File: src/rtl/dcache_wb_buffer.sv
// Write-back buffer for D-cache dirty victims: a coalescing circular FIFO drained as BUS_STORE requests.
// Optional macro DCACHE_WB_FORWARD_EN enables the load probe (rd_hit/rd_data); otherwise both are tied to 0.
module dcache_wb_buffer #(
    parameter int WB_DEPTH = 4
) (
    input  logic                          clock,
    input  logic                          reset,
    input  logic                          evict_valid,
    input  logic [63:0]                   evict_addr,
    input  logic [63:0]                   evict_data,
    input  logic [63:0]                   rd_addr,
    output logic                          rd_hit,
    output logic [63:0]                   rd_data,
    input  logic                          flush_req,
    output logic                          flush_done,
    input  logic                          mem_grant,
    input  logic [3:0]                    mem2proc_response,
    output logic [1:0]                    proc2mem_command,
    output logic [63:0]                   proc2mem_addr,
    output logic [63:0]                   proc2mem_data,
    output logic                          wb_full,
    output logic                          wb_empty,
    output logic [$clog2(WB_DEPTH+1)-1:0] wb_count,
    output logic                          wb_overflow
);
    localparam int PTR_W = $clog2(WB_DEPTH);
    localparam int CNT_W = $clog2(WB_DEPTH + 1);

    localparam logic [1:0] BUS_NONE  = 2'h0;
    localparam logic [1:0] BUS_STORE = 2'h2;

    localparam logic [1:0] S_IDLE = 2'd0;
    localparam logic [1:0] S_REQ  = 2'd1;
    localparam logic [1:0] S_DONE = 2'd2;

    localparam logic [PTR_W-1:0] PTR_ONE  = PTR_W'(1);
    localparam logic [CNT_W-1:0] CNT_ONE  = CNT_W'(1);
    localparam logic [CNT_W-1:0] CNT_FULL = CNT_W'(WB_DEPTH);

    logic             r_vld   [WB_DEPTH];
    logic [60:0]      r_baddr [WB_DEPTH];
    logic [63:0]      r_data  [WB_DEPTH];
    logic [PTR_W-1:0] r_head;
    logic [PTR_W-1:0] r_tail;
    logic [CNT_W-1:0] r_count;
    logic [1:0]       r_state;
    logic             r_flush;
    logic             r_ovf;

    logic             w_evict_hit;
    logic [PTR_W-1:0] w_evict_idx;
    logic             w_full;
    logic             w_busy_req;
    logic             w_pop;
    logic             w_push_coal;
    logic             w_push_app;
    logic             w_drop;
    logic [CNT_W-1:0] w_cnt_nxt;
    logic [1:0]       w_state_nxt;
    logic             w_flush_pend;

    // Coalescing guarantees at most one valid entry per block address.
    always_comb begin
        w_evict_hit = 1'b0;
        w_evict_idx = '0;
        for (int i = 0; i < WB_DEPTH; i++) begin
            if (r_vld[i] && (r_baddr[i] == evict_addr[63:3])) begin
                w_evict_hit = 1'b1;
                w_evict_idx = PTR_W'(i);
            end
        end
    end

    assign w_full       = (r_count == CNT_FULL);
    assign w_busy_req   = (r_state == S_REQ) && mem_grant && (r_count != '0);
    assign w_pop        = w_busy_req && (mem2proc_response != 4'h0);
    assign w_flush_pend = r_flush || flush_req;

    // A match on the head that is leaving this cycle cannot absorb the push; append instead.
    assign w_push_coal = evict_valid && w_evict_hit && !(w_pop && (w_evict_idx == r_head));
    assign w_push_app  = evict_valid && !w_push_coal && (!w_full || w_pop);
    assign w_drop      = evict_valid && !w_push_coal && w_full && !w_pop;

    always_comb begin
        w_cnt_nxt = r_count;
        if (w_push_app && !w_pop)
            w_cnt_nxt = r_count + CNT_ONE;
        else if (!w_push_app && w_pop)
            w_cnt_nxt = r_count - CNT_ONE;
    end

    always_comb begin
        w_state_nxt = r_state;
        case (r_state)
            S_IDLE: begin
                if (w_cnt_nxt != '0)
                    w_state_nxt = S_REQ;
                else if (w_flush_pend)
                    w_state_nxt = S_DONE;
            end
            S_REQ: begin
                if (w_cnt_nxt == '0)
                    w_state_nxt = w_flush_pend ? S_DONE : S_IDLE;
            end
            S_DONE:  w_state_nxt = (w_cnt_nxt != '0) ? S_REQ : S_IDLE;
            default: w_state_nxt = S_IDLE;
        endcase
    end

    always_ff @(posedge clock) begin
        if (reset) begin
            r_state <= S_IDLE;
            r_head  <= '0;
            r_tail  <= '0;
            r_count <= '0;
            r_flush <= 1'b0;
            r_ovf   <= 1'b0;
            for (int i = 0; i < WB_DEPTH; i++)
                r_vld[i] <= 1'b0;
        end else begin
            r_state <= w_state_nxt;
            r_count <= w_cnt_nxt;
            if (w_drop)
                r_ovf <= 1'b1;
            // A request landing in DONE stays pending so it gets its own completion pulse.
            if (r_state == S_DONE)
                r_flush <= flush_req;
            else if (flush_req)
                r_flush <= 1'b1;
            if (w_pop) begin
                r_vld[r_head] <= 1'b0;
                r_head        <= r_head + PTR_ONE;
            end
            if (w_push_coal)
                r_data[w_evict_idx] <= evict_data;
            if (w_push_app) begin
                r_vld[r_tail]   <= 1'b1;
                r_baddr[r_tail] <= evict_addr[63:3];
                r_data[r_tail]  <= evict_data;
                r_tail          <= r_tail + PTR_ONE;
            end
        end
    end

    assign proc2mem_command = w_busy_req ? BUS_STORE : BUS_NONE;
    assign proc2mem_addr    = w_busy_req ? {r_baddr[r_head], 3'b000} : 64'h0;
    assign proc2mem_data    = w_busy_req ? r_data[r_head] : 64'h0;

    assign flush_done  = (r_state == S_DONE);
    assign wb_full     = w_full;
    assign wb_empty    = (r_count == '0);
    assign wb_count    = r_count;
    assign wb_overflow = r_ovf;

`ifdef DCACHE_WB_FORWARD_EN
    logic        w_rd_hit;
    logic [63:0] w_rd_data;
    logic        w_unused;

    always_comb begin
        w_rd_hit  = 1'b0;
        w_rd_data = 64'h0;
        for (int i = 0; i < WB_DEPTH; i++) begin
            if (r_vld[i] && (r_baddr[i] == rd_addr[63:3])) begin
                w_rd_hit  = 1'b1;
                w_rd_data = w_rd_data | r_data[i];
            end
        end
    end

    assign rd_hit   = w_rd_hit;
    assign rd_data  = w_rd_data;
    assign w_unused = ^{evict_addr[2:0], rd_addr[2:0]};
`else
    logic w_unused;

    assign rd_hit   = 1'b0;
    assign rd_data  = 64'h0;
    assign w_unused = ^{evict_addr[2:0], rd_addr};
`endif

endmodule

File: config.mk
export PLATFORM = sky130hd
export DESIGN_NAME = dcache_wb_buffer
export DESIGN_NICKNAME = d
export VERILOG_FILES = /design/src/rtl/dcache_wb_buffer.sv
export SDC_FILE = /design/constraint.sdc
export NUM_CORES = 1
export LEC_CHECK = 0
export CORE_UTILIZATION = 35
export DETAILED_ROUTE_END_ITERATION = 7
export PLACE_DENSITY = 0.66
export SYNTH_ARGS = -nofsm -noshare
export SYNTH_HDL_FRONTEND = slang
export SYNTH_SLANG_ARGS = --single-unit
File: constraint.sdc
create_clock -name clock -period 7.35 [get_ports clock]
set_clock_uncertainty 0.15 [all_clocks]
set_input_delay 1.1025 -clock clock [delete_from_list [all_inputs] [get_ports clock]]
set_output_delay 1.1025 -clock clock [all_outputs]
set_load 0.02 [all_outputs]
Yosys cells after proc, flatten, opt, wreduce, memory -nomap -nowiden
Memories as Yosys holds them, arrays and structs flattened. A register that Yosys moved wholly into a read port is not among the register bits.
Index checks and enable logic that the tools add are counted.
{"block": "classes", "n_addsub": 4, "eq_ne": 10, "n_mux": 44, "n_reduce_logical": 34}
{"op": "$eq A61 B61 Y1", "count": 4}
{"op": "$mux W64", "count": 3}
{"op": "$reduce_or A64 Y1", "count": 1}
{"op": "$mux W2", "count": 14}
{"op": "$mux W1", "count": 24}
{"op": "$logic_and A1 B1 Y1", "count": 16}
{"op": "$logic_not A3 Y1", "count": 2}
{"op": "$mux W3", "count": 2}
{"op": "$pmux W2 S3", "count": 1}
{"op": "$reduce_bool A3 Y1", "count": 2}
{"op": "$logic_not A1 Y1", "count": 5}
{"op": "$add A2 B1 Y2 const B", "count": 2}
{"op": "$reduce_bool A4 Y1", "count": 1}
{"op": "$add A3 B1 Y3 const B", "count": 1}
{"op": "$eq A3 B3 Y1 const B", "count": 1}
{"op": "$ne A3 B3 Y1 const B", "count": 1}
{"op": "$sub A3 B1 Y3 const B", "count": 1}
{"op": "$eq A2 B1 Y1 const B", "count": 1}
{"op": "$eq A2 B2 Y1", "count": 1}
{"op": "$eq A2 B2 Y1 const B", "count": 1}
{"op": "$logic_not A2 Y1", "count": 1}
{"op": "$logic_or A1 B1 Y1", "count": 2}
{"op": "$ne A2 B1 Y1 const B", "count": 1}
{"op": "$reduce_and A2 Y1", "count": 1}
{"op": "other kinds (2)", "count": 3}
{"block": "totals", "regBits": 11, "mem_bits_rw": 504, "mem_count": 3}
{"name": "r_data", "depth": 4, "word_bits": 64, "read_ports": 1, "rd_clocked_by_memory_dff": 1, "wr": 1, "line": "42", "source": "logic [63:0] r_data [WB_DEPTH];"}
{"name": "r_baddr", "depth": 4, "word_bits": 61, "read_ports": 5, "rd_clocked_by_memory_dff": 1, "wr": 1, "line": "41", "source": "logic [60:0] r_baddr [WB_DEPTH];"}
{"name": "r_vld", "depth": 4, "word_bits": 1, "read_ports": 4, "rd_clocked_by_memory_dff": 0, "wr": 4, "line": "40", "source": "logic r_vld [WB_DEPTH];"}

Longest topological paths before layout
An unclocked memory read counts as a cell.
{"block": "depth", "ltp_word": 20, "depth_mapped": 11, "depth_no_buf": 10}

Least setup slack after synthesis
Ideal clock, no wire load.
{"block": "synth_path", "path_type": "input to register", "startpoint": "in evict_addr[34]", "endpoint": "mem r_data[0][0] (enable)", "setup_ps": 508, "arrival_ps": 6335, "slack_ps": 357, "cell_stages": 10, "path_buffers": 1, "cell_sequence": "clkbuf_1 -> xnor2_1 -> nand4_1 -> or4_4 -> nor4_4 -> a2bb2o_4 -> o31ai_1 -> and3_1 -> or4_1 -> o22ai_1"}
{"block": "synth_via", "elab_chain_len": 17, "word_cells_on_any_way": 32, "cone_classes": "eq/ne: 5; mux: 15; reduce/logical: 12"}
{"element": "from (decl)", "line": "9", "source": "input logic [63:0] evict_addr,"}
{"element": "$eq A61 B61 Y1", "line": "67", "source": "if (r_vld[i] && (r_baddr[i] == evict_addr[63:3])) begin"}
{"element": "$logic_and A1 B1 Y1", "line": "67"}
{"element": "$mux W1", "line": "67"}
{"element": "$mux W2 (2 in series)", "line": "67"}
{"element": "$eq A2 B2 Y1", "line": "80", "source": "assign w_push_coal = evict_valid && w_evict_hit && !(w_pop && (w_evict_idx == r_head));"}
{"element": "$logic_and A1 B1 Y1", "line": "80"}
{"element": "$logic_not A1 Y1", "line": "80"}
{"element": "$logic_and A1 B1 Y1", "line": "80"}
{"element": "$logic_not A1 Y1", "line": "81", "source": "assign w_push_app = evict_valid && !w_push_coal && (!w_full || w_pop);"}
{"element": "$logic_and A1 B1 Y1 (2 in series)", "line": "81"}
{"element": "$mux W1", "line": "136", "source": "if (w_push_app) begin"}
{"element": "$mux W1", "line": "111", "source": "if (reset) begin"}
{"element": "$mux W1 (not written as such)", "line": "139", "source": "r_data[r_tail] <= evict_data;"}
{"element": "$reduce_or A64 Y1 (no source line)"}
{"element": "$mux W2 (no source line) or $mux W1 (tied branches)"}
{"element": "to (decl)", "line": "42"}
Several ways; a longest one is shown, not always the timed one.

Final worst setup path
{"block": "layout_path", "startpoint": "in evict_addr[54]", "endpoint": "mem r_data[0][50] (enable)"}
The elaborated chain is that of the path after synthesis.

==> results.toml <==
[layout]
finish.net_count = 1902
proportion_of_layout_cells_with_a_drive_suffix_above_1 = 0.149
post_route_core_utilization = 0.441
layout_overhead_on_the_synthesized_area_pct = 24.1

[yosys]
post_synth_edffs = 500
synth_xor_area_frac = 0.0661
yosys.area_share.simple = 0.0863
syn-cell-area_um2 = 23400
synth_area_per_cell_um2 = 16.7
synth.lib_cells_used.distinct = 61
fraction_of_synthesized_area_in_multiplexers = 0.121
post_synth_inst_count = 1404
yosysSeqAreaShare = 0.656
synth-warning-count = 0
synth_compound_gate_area_share = 0.0291
synth-seq-cells = 517
main_combinational_cell_family_by_area_after_synthesis = "multiplexers"
synthFlopType = "sky130_fd_sc_hd__edfxtp_1"
synth_area_in_adders = 0.00374
async_flop_share = 0

[cts]
source_to_sink_clock_delay_at_the_later_pin_of_the_worst_skew_pair_ns = 0.65
max-clock-path-buffers = 3
cts_post_setup_buffers_inserted = 0
clock_sinks = 517
cts-buffers-inserted = 57
cts_max_level = 2
cts_resized = 0
clk_transition_reported_paths_ns = 0.05
postCtsHoldBufs = 0
cts_tree = "built"
cts_root_buf = "sky130_fd_sc_hd__clkbuf_16"

[pwr]
swShare = 0.247
power.internal_mw = 5.64
power.leakage_nw = 9.25
switching_power_mw = 1.85
power.density_nw_per_um2 = 258
p_comb_frac = 0.141
vdd_drop_max_uv = 284
power.sequential.fraction = 0.456
clockPowerShare = 0.403

[drt]
num_vias = 13600
drc = 108
antenna_left = 0
postRouteWirelength_mm = 65.0
first_pass_iters = 7
first_iter_violations = 1312
wl_per_cell_um = 24.9
detail_route.vias_per_cell = 5.21

[sta]
finalCriticalPeriod_ns = 5.55
tightestPinTransition_ns = 1.09
setup_viol_count_final = 0
timing_max_transition_violations_final = 0
timing.max_slew.rel_slack = 0.269
holdWs_ns = 0.329
timing.setup.tns_ns = 0
period_share = 0.755
rsz0062_at_grt = "no"
maxClockFrequency_mhz = 180
hold_viol = 0

[floorplan]
core_ar_um2 = 66000
die_x_um = 261
chipHeight_um = 261
i_o_pins = 403
initial_utilization = 0.355
rows = 94
die_area_um2 = 68000

[global_route]
grt_max_degree = 128
grt_first_pass_wirelength_mm = 93.2
groute.usage.overall = 0.190
first_global_vias = 13500
gr-total-overflow = 0
initial_antenna_violation_count = 10

[setup_path]
setup.worst_path.start_class = "primary input"
path_max_fanout = 15
critPathArrivalTime_ns = 5.68
critPathRequiredTime_ns = 7.49
critPathKind = "primary input to flop"
critical_path.endpoint_type = "flop"

[outcome]
failed_checks = "DRC"
outcome = "complete, but fails checks"

[placement]
port_buffers = 266
dp.final_hpwl_mm = 45.0
globalplace.congestion = 0.992

[flow_run]
cap_violations = 0

[hold_path]
min-delay-path-class = "flop to flop"
-- per-stage QoR --
| step | power (mW) | instances | worst slack [ns] | cell area [µm²] |
|---|---|---|---|---|
| 6_report | 7.49 | 2606 | 1.80 | 29100 |
| 4_1_cts | 7.57 | 2605 | 1.92 | 29100 |
| 5_1_grt | 7.74 | 2605 | 1.65 | 29100 |
| 3_5_place_dp | 4.55 | 2499 | 1.26 | 27100 |
| 3_3_place_gp | 4.53 | 2499 | 1.30 | 27100 |
| 2_1_floorplan | 4.09 | 1472 | 0.357 | 23700 |
-- cell usage after synthesis (5+ instances only) --
| library cell | count | area share |
|---|---|---|
| sky130_fd_sc_hd__a2111o_1 | 5 | 0.0024 |
| sky130_fd_sc_hd__a21oi_1 | 5 | 0.0011 |
| sky130_fd_sc_hd__a22o_1 | 5 | 0.0019 |
| sky130_fd_sc_hd__and2_1 | 129 | 0.034 |
| sky130_fd_sc_hd__buf_1 | 13 | 0.0021 |
| sky130_fd_sc_hd__buf_4 | 70 | 0.022 |
| sky130_fd_sc_hd__clkbuf_1 | 44 | 0.0071 |
| sky130_fd_sc_hd__dfxtp_1 | 17 | 0.015 |
| sky130_fd_sc_hd__edfxtp_1 | 500 | 0.64 |
| sky130_fd_sc_hd__ha_1 | 7 | 0.0037 |
| sky130_fd_sc_hd__inv_1 | 40 | 0.0064 |
| sky130_fd_sc_hd__mux4_2 | 125 | 0.12 |
| sky130_fd_sc_hd__nand2_1 | 10 | 0.0016 |
| sky130_fd_sc_hd__nand2b_1 | 51 | 0.014 |
| sky130_fd_sc_hd__nand4_1 | 34 | 0.0091 |
| sky130_fd_sc_hd__nor2_1 | 25 | 0.0040 |
| sky130_fd_sc_hd__nor2b_1 | 20 | 0.0053 |
| sky130_fd_sc_hd__nor4_1 | 28 | 0.0075 |
| sky130_fd_sc_hd__nor4_2 | 5 | 0.0027 |
| sky130_fd_sc_hd__o2111ai_1 | 18 | 0.0067 |
| sky130_fd_sc_hd__o22ai_1 | 12 | 0.0032 |
| sky130_fd_sc_hd__xnor2_1 | 107 | 0.040 |
| sky130_fd_sc_hd__xor2_1 | 68 | 0.025 |
-- state kept, by name, summed over array words and instances, names as in the netlist, named ones only --
| signal | count |
|---|---|
| r_flush | 1 |
| r_vld | 4 |
| r_baddr | 244 |
| wb_overflow | 1 |
| r_data | 256 |
| r_head | 2 |
| r_state | 2 |
| wb_count | 3 |
| r_tail | 2 |
-- area by class of cell --
| cell class | count | area [µm²] |
|---|---|---|
| clock inverters | 41 | 538 |
| diodes | 1 | 2.50 |
| inverters | 42 | 158 |
| multi-input cells | 785 | 7490 |
| flip-flops and latches | 517 | 15400 |
| fillers | 5809 | 36900 |
| clock buffers | 65 | 1460 |
| well taps | 864 | 1080 |
| repair buffers | 291 | 2990 |
-- cell families (layout without fill, tap and decap cells) --
| kind of cell | count (synthesis) | in the layout |
|---|---|---|
| AOI/OAI and AO/OA | 80 | 80 |
| other | 1 | 70 |
| adders and majority gates | 7 | 7 |
| DFF | 517 | 517 |
| buffers and inverters | 170 | 439 |
| muxes | 126 | 126 |
| xor gates and xnor gates | 176 | 176 |
| and+or+nand+nor | 327 | 327 |
-- placed cells by master (no fill, tap or decap), types with 10 or more instances in the layout --
cell                              count
sky130_fd_sc_hd__edfxtp_1           500
sky130_fd_sc_hd__clkdlybuf4s50_1    266
sky130_fd_sc_hd__mux4_2             125
sky130_fd_sc_hd__and2_1             125
sky130_fd_sc_hd__xnor2_1            107
sky130_fd_sc_hd__conb_1              69
sky130_fd_sc_hd__xor2_1              68
sky130_fd_sc_hd__clkbuf_16           57
sky130_fd_sc_hd__nand2b_1            51
sky130_fd_sc_hd__inv_1               40
sky130_fd_sc_hd__nand4_1             34
sky130_fd_sc_hd__nor4_1              28
sky130_fd_sc_hd__nor2_1              25
sky130_fd_sc_hd__nor2b_1             20
sky130_fd_sc_hd__o2111ai_1           18
sky130_fd_sc_hd__dfxtp_1             15
sky130_fd_sc_hd__clkinv_1            14
sky130_fd_sc_hd__buf_4               14
sky130_fd_sc_hd__bufinv_16           11
sky130_fd_sc_hd__buf_12              11
sky130_fd_sc_hd__nand2_1             10
-- routing by layer --
metal,up-vias,track usage,part of all wire
met5,-,0,0.0019
met4,18,0.0599,0.030
met3,122,0.0642,0.097
met1,6896,0.245,0.40
li1,5909,-,-
met2,622,0.302,0.47
-- worst max-delay path, stage by stage --
cell	delay, ns
sky130_fd_sc_hd__clkdlybuf4s50_1	0.57
sky130_fd_sc_hd__xnor2_1	0.41
sky130_fd_sc_hd__o221ai_1	0.26
sky130_fd_sc_hd__nor4_1	0.49
sky130_fd_sc_hd__nand4_1	0.45
sky130_fd_sc_hd__nor3_1	0.42
sky130_fd_sc_hd__o31ai_1	0.15
sky130_fd_sc_hd__and3_1	0.20
sky130_fd_sc_hd__or4_1	0.64
sky130_fd_sc_hd__o22ai_4	0.63
sky130_fd_sc_hd__buf_4	0.35
-- final timing paths --
check / from / to / slack, ns / cells past startpoint
min: wb_overflow$_SDFFE_PP0P_ / wb_overflow$_SDFFE_PP0P_ / 0.33 / 2
max reg2reg: r_baddr[1][51]$_DFFE_PP_ / r_data[0][50]$_DFFE_PP_ / 2.53 / 10
min reg2reg: wb_overflow$_SDFFE_PP0P_ / wb_overflow$_SDFFE_PP0P_ / 0.33 / 2
max: evict_addr[54] / r_data[0][50]$_DFFE_PP_ / 1.80 / 11
-- power by group through the flow --
stage	Sequential (mW)	Combinational (mW)	Clock, mW
after floorplan	3.46	0.628	0
after detailed placement	3.48	1.06	0
after global placement	3.47	1.06	0
after global routing	3.43	1.13	3.18
after CTS	3.42	1.07	3.07
final	3.42	1.06	3.02
(Power assumes the default switching activity.)
